**src/rtl/boot_pkg.sv**
```systemverilog
// Shared definitions for the boot loader: FSM state encoding and image header layout.
package boot_pkg;

  typedef enum logic [2:0] {
    ST_IDLE     = 3'd0,
    ST_REQ_HI   = 3'd1,
    ST_REQ_LO   = 3'd2,
    ST_CHECK    = 3'd3,
    ST_REQ_DATA = 3'd4,
    ST_WRITE    = 3'd5,
    ST_DONE     = 3'd6,
    ST_ERR      = 3'd7
  } boot_state_e;

  localparam int unsigned HDR_BYTES = 2;

endpackage

```
**src/rtl/boot_flash_if.sv**
```systemverilog
// Flash read handshake: turns a start/addr request into data_valid/data, and
// flags a timeout when flash_ack fails to arrive within TIMEOUT request cycles.
module boot_flash_if #(
  parameter int unsigned FLASH_AW = 16,
  parameter int unsigned TIMEOUT  = 255
) (
  input  logic                clk,
  input  logic                rst_n,
  input  logic                start,
  input  logic [FLASH_AW-1:0] addr,
  output logic                flash_req,
  output logic [FLASH_AW-1:0] flash_addr,
  input  logic                flash_ack,
  input  logic [7:0]          flash_data,
  output logic                data_valid,
  output logic [7:0]          data,
  output logic                timeout
);

  // The TIMEOUT-th unacknowledged request cycle is the one that gives up.
  localparam logic [7:0] LAST_WAIT = 8'(TIMEOUT - 1);

  logic [7:0] wait_cnt_q, wait_cnt_d;

  always_comb begin
    flash_req  = start;
    flash_addr = addr;
    data_valid = start & flash_ack;
    data       = flash_data;
    timeout    = start && !flash_ack && (wait_cnt_q == LAST_WAIT);
    wait_cnt_d = 8'd0;
    if (start && !flash_ack && !timeout) begin
      wait_cnt_d = wait_cnt_q + 8'd1;
    end
  end

  always_ff @(posedge clk or negedge rst_n) begin
    if (!rst_n) begin
      wait_cnt_q <= 8'd0;
    end else begin
      wait_cnt_q <= wait_cnt_d;
    end
  end

endmodule

```
**src/rtl/boot_loader.sv**
```systemverilog
// Copies a length-prefixed program image from byte-wide flash into RAM after reset,
// then holds done (or error) until the next reset.
module boot_loader
  import boot_pkg::*;
#(
  parameter int unsigned FLASH_AW   = 16,
  parameter int unsigned RAM_AW     = 16,
  parameter int unsigned FLASH_BASE = 0,
  parameter int unsigned LOAD_BASE  = 0,
  parameter int unsigned RAM_DEPTH  = 4096,
  parameter int unsigned TIMEOUT    = 255
) (
  input  logic                clk,
  input  logic                rst_n,
  output logic                flash_req,
  output logic [FLASH_AW-1:0] flash_addr,
  input  logic                flash_ack,
  input  logic [7:0]          flash_data,
  output logic                ram_we,
  output logic [RAM_AW-1:0]   ram_addr,
  output logic [7:0]          ram_wdata,
  output logic                done,
  output logic                error,
  output logic [15:0]         byte_count
);

  localparam logic [FLASH_AW-1:0] HDR_ADDR  = FLASH_AW'(FLASH_BASE);
  localparam logic [FLASH_AW-1:0] DATA_ADDR = FLASH_AW'(FLASH_BASE + HDR_BYTES);
  localparam logic [RAM_AW-1:0]   LOAD_ADDR = RAM_AW'(LOAD_BASE);
  localparam logic [16:0]         LEN_LIMIT = 17'(RAM_DEPTH - LOAD_BASE);

  boot_state_e state_q, state_d;
  logic [15:0] len_q, len_d;
  logic [15:0] byte_count_q, byte_count_d;
  logic [7:0]  data_q, data_d;
  logic [15:0] count_inc;

  logic                req_start;
  logic [FLASH_AW-1:0] req_addr;
  logic                data_valid;
  logic [7:0]          rd_data;
  logic                timeout;

  boot_flash_if #(
    .FLASH_AW (FLASH_AW),
    .TIMEOUT  (TIMEOUT)
  ) u_flash_if (
    .clk        (clk),
    .rst_n      (rst_n),
    .start      (req_start),
    .addr       (req_addr),
    .flash_req  (flash_req),
    .flash_addr (flash_addr),
    .flash_ack  (flash_ack),
    .flash_data (flash_data),
    .data_valid (data_valid),
    .data       (rd_data),
    .timeout    (timeout)
  );

  assign count_inc = byte_count_q + 16'd1;

  always_comb begin
    state_d      = state_q;
    len_d        = len_q;
    byte_count_d = byte_count_q;
    data_d       = data_q;
    req_start    = 1'b0;
    req_addr     = HDR_ADDR;
    ram_we       = 1'b0;
    case (state_q)
      ST_IDLE: state_d = ST_REQ_HI;
      ST_REQ_HI: begin
        req_start = 1'b1;
        if (data_valid) begin
          len_d[15:8] = rd_data;
          state_d     = ST_REQ_LO;
        end else if (timeout) begin
          state_d = ST_ERR;
        end
      end
      ST_REQ_LO: begin
        req_start = 1'b1;
        req_addr  = HDR_ADDR + FLASH_AW'(1);
        if (data_valid) begin
          len_d[7:0] = rd_data;
          state_d    = ST_CHECK;
        end else if (timeout) begin
          state_d = ST_ERR;
        end
      end
      // Length compare is widened to 17 bits so a full 64K limit cannot wrap.
      ST_CHECK: begin
        if (len_q == 16'd0) begin
          state_d = ST_DONE;
        end else if ({1'b0, len_q} > LEN_LIMIT) begin
          state_d = ST_ERR;
        end else begin
          state_d = ST_REQ_DATA;
        end
      end
      ST_REQ_DATA: begin
        req_start = 1'b1;
        req_addr  = DATA_ADDR + FLASH_AW'(byte_count_q);
        if (data_valid) begin
          data_d  = rd_data;
          state_d = ST_WRITE;
        end else if (timeout) begin
          state_d = ST_ERR;
        end
      end
      ST_WRITE: begin
        ram_we       = 1'b1;
        byte_count_d = count_inc;
        state_d      = (count_inc == len_q) ? ST_DONE : ST_REQ_DATA;
      end
      default: state_d = state_q;
    endcase
  end

  always_ff @(posedge clk or negedge rst_n) begin
    if (!rst_n) begin
      state_q      <= ST_IDLE;
      len_q        <= 16'd0;
      byte_count_q <= 16'd0;
      data_q       <= 8'd0;
    end else begin
      state_q      <= state_d;
      len_q        <= len_d;
      byte_count_q <= byte_count_d;
      data_q       <= data_d;
    end
  end

  assign ram_addr   = LOAD_ADDR + RAM_AW'(byte_count_q);
  assign ram_wdata  = data_q;
  assign done       = (state_q == ST_DONE);
  assign error      = (state_q == ST_ERR);
  assign byte_count = byte_count_q;

endmodule

```
**config.mk**
```make
export PLATFORM = sky130hd
export DESIGN_NAME = boot_loader
export DESIGN_NICKNAME = d
export VERILOG_FILES = /design/src/rtl/boot_pkg.sv /design/src/rtl/boot_flash_if.sv /design/src/rtl/boot_loader.sv
export SDC_FILE = /design/constraint.sdc
export NUM_CORES = 1
export LEC_CHECK = 0
export ABC_AREA = 1
export CORE_MARGIN = 2
export CORE_UTILIZATION = 51
export CTS_CLUSTER_DIAMETER = 40
export DETAILED_ROUTE_END_ITERATION = 10
export PLACE_DENSITY = 0.84
export SYNTH_ARGS = -nofsm -noshare
export SYNTH_HDL_FRONTEND = slang
export SYNTH_SLANG_ARGS = --single-unit
```
**constraint.sdc**
```tcl
create_clock -name clk -period 2.4 [get_ports clk]
set_input_delay 0.72 -clock clk [delete_from_list [all_inputs] [get_ports clk]]
set_output_delay 0.72 -clock clk [all_outputs]
set_load 0.02 [all_outputs]
```
==> flow_summary.ini <==
[grt]
antenna_found_initial = 0
grt_usage = 0.262
grt_max_degree = 27
busiest_layer = met2
grt_overflow = 0
grt_use_met2 = 0.433
gr-usage-met3 = 0.0344
grt_pass1_wl_um = 15200
grt_use_met1 = 0.355
grt_pass1_vias = 3296

[power]
switching_share = 0.214
ir_drop_mv = 0.341
powerDensity_mw_per_mm2 = 340
cellInternalPower_mw = 1.22
clkPwrFrac = 0.418
power_frac_comb = 0.028
leakagePower_nw = 2.18
power.switching_mw = 0.332
seq_power_share = 0.554
p_total_mw = 1.55

[timing]
finalSetupViolCount = 2
max-slew-margin-rel = 0.636
worst_pin_slew_ns = 0.546
max_freq_ghz = 0.414
finalWorstSetupSlack_ns = -0.0136
maxSlewViolCount = 0
grt_setup_unrepaired = yes
min_period_over_period = 1.01
fin_crit_ns = 2.41
final_hold_viol_count = 0
finalClockSkew_ns = 0.00803
final.setup.tns_ns = -0.0243

[clock_tree]
root_buffer = clkbuf_8
clk_latency_ns = 0.31
cts.sinks = 51
cts_max_level = 2
cts_max_path_buffers = 2
cts_tree = yes
cts_hold_buf = 0
path_clk_slew_ns = 0.10
numCtsBuffers = 5

[layout]
ff_latch_area_mm2 = 0.00128
area_growth_pct = 38.3
n_fill_cell = 498
num_antenna_cells = 0
drive_above_1_share = 0.226
multi_input_area_mm2 = 0.00176
finalNetCount = 595

[logic_synthesis]
synth_edf_count = 0
synth_top_area_frac = 0.387
synth.distinct_cells = 33
syn-cell-area_mm2 = 0.00330
synth.largest_area_cell = dfrtp_1
synth-seq-cells = 51
async_reset_ff_frac = 1.00
seq_area_frac_synth = 0.387
ys_warn_count = 0
synth_cells = 468
yosysMostFrequentCell = nand2_1
synth_area_leaders = dfrtp_1 (39%), nand2_1 (14%), o21ai_0 (7.7%)
syn_nets = 485
synthFlopType = dfrtp_1
synth_common_cells = nand2_1 (126), inv_1 (53), dfrtp_1 (51), o21ai_0 (51), nand3_1 (45)
avgSynthCellArea_um2 = 7.06

[drt]
drc = 0
wl_per_cell_um = 14.5
via_per_inst = 5.41
drt-total-wl_um = 9500
vias = 3552
drt_iter0_drc = 300
dr.pass1.iters = 5
ant_nets = 0

[floorplan]
die_h_um = 84.5
die_area_mm2 = 0.00713
initial_core_util = 0.523
io_pins = 71
die_width_um = 84.5
core_area_mm2 = 0.00631
row_count = 29

[job]
maxCapViolCount = 0

[setup_path]
critPathLaunchType = flip-flop
worstReg2RegStart = byte_count[0]$_DFFE_PN0P_
slowest_stage = dfrtp_2
setup.worst_path.end = flash_addr[15]
critPathMaxFanout = 4
critical_path.startpoint = byte_count[1]$_DFFE_PN0P_
critPathTopFamily = simple AND/OR/NAND/NOR gates
critPathMaxStageDelay_ns = 0.41
rr_worst_depth = 14
worstPathRequired_ns = 1.68
timing.rr.end = state_q[1]$_DFFE_PN0P_
crit_cells = 8
cp-end-kind = output port
crit_buf_inv = 2
critPathArrivalTime_ns = 1.69
worst-r2r-setup-slack_ns = 0.22
path_class = reg2out
crit_path_cell_trace = ha_4 -> nand2_4 -> nor2_4 -> nand2_4 -> nor3_4 -> buf_6 -> a31oi_4 -> buf_6

[outcome]
status = finished, violations left
violations = negative setup slack

[hold_path]
hp-class = in2async

[place]
portBuffers = 70
post-place-ws_ns = -0.231
place_congestion = 0.929
hpwl_um = 7230
[layer usage]
layer / up-vias / part of all wire
met1: 1672 / 0.43
met5: - / 0
li1: 1730 / -
met4: 0 / 0.024
met3: 17 / 0.050
met2: 133 / 0.49
[cells in the final DEF, fill, tap and decap left out, drive strengths merged]
master         instances
nand2                134
buf                   76
inv                   57
o21ai                 52
dfrtp                 51
clkdlybuf4s50         49
nand3                 48
nor2                  44
a21oi                 19
nand4                  9
clkbuf                 6
nor3                   6
ha                     6
dlygate4sd2            3
nand3b                 2
and3                   2
xnor2                  2
xor2                   2
o21bai                 2
a31oi                  2
nor4                   2
a211oi                 1
o21a                   1
nor3b                  1
a32oi                  1
bufinv                 1
[flip-flops by register name, summed over array words and instances (netlist names)]
signal	cells
len_q	16
u_flash_if.wait_cnt_q	8
byte_count	16
ram_wdata	8
state_q	3
[power by group through the flow]
| stage | combinational, mW | clock (mW) | sequential (mW) |
|---|---|---|---|
| 6_report | 0.0440 | 0.648 | 0.858 |
| 5_1_grt | 0.0508 | 0.699 | 0.859 |
| 4_1_cts | 0.0456 | 0.659 | 0.859 |
| 3_5_place_dp | 0.0455 | 0 | 0.876 |
| 3_3_place_gp | 0.0446 | 0 | 0.876 |
| 2_1_floorplan | 0.00568 | 0 | 0.876 |
[area by class of cell]
| type | instances | area share |
|---|---|---|
| multi-input cells | 336 | 0.386 |
| flip-flops and latches | 51 | 0.281 |
| repair buffers | 128 | 0.239 |
| inverters | 56 | 0.0460 |
| well taps | 77 | 0.0211 |
| clock buffers | 6 | 0.0181 |
| clock inverters | 2 | 0.00850 |
[timing repair]
action	CTS	global route
buffers inserted	1	5
resized for setup	86	37
setup endpoints to repair	19	14
pin swaps	1	6
[how the worst min path moves through the flow]
stage	startpoint	to	depth (start not counted)
3_5_place_dp	ram_wdata[5]$_DFFE_PN0P_	ram_wdata[5]$_DFFE_PN0P_	2
2_1_floorplan	rst_n	byte_count[0]$_DFFE_PN0P_	0
5_1_grt	rst_n	len_q[13]$_DFFE_PN0P_	2
6_report	rst_n	len_q[13]$_DFFE_PN0P_	2
4_1_cts	rst_n	len_q[13]$_DFFE_PN0P_	2
3_3_place_gp	ram_wdata[2]$_DFFE_PN0P_	ram_wdata[2]$_DFFE_PN0P_	2
[per-stage QoR]
stage / hold WS, ns / std cells / utilization / cell area (um^2)
5_1_grt: 0.413 / 656 / 0.723 / 4570
3_3_place_gp: 0.470 / 642 / 0.686 / 4330
4_1_cts: 0.403 / 651 / 0.703 / 4440
6_report: 0.392 / 656 / 0.723 / 4570
3_5_place_dp: 0.478 / 642 / 0.686 / 4330
2_1_floorplan: 0.424 / 468 / - / 3310
[kinds of logic (layout without fill, tap and decap cells)]
logic type                 count (synthesis)  after routing  share of synthesized area
AOI/OAI and AO/OA                         78             78                      0.127
xor gates and xnor gates                   4              4                     0.0106
adders and majority gates                  6              6                     0.0227
buffers and inverters                     81            192                      0.112
DFF                                       51             51                      0.387
and+or+nand+nor                          248            248                      0.342
(Power assumes the default switching activity.)
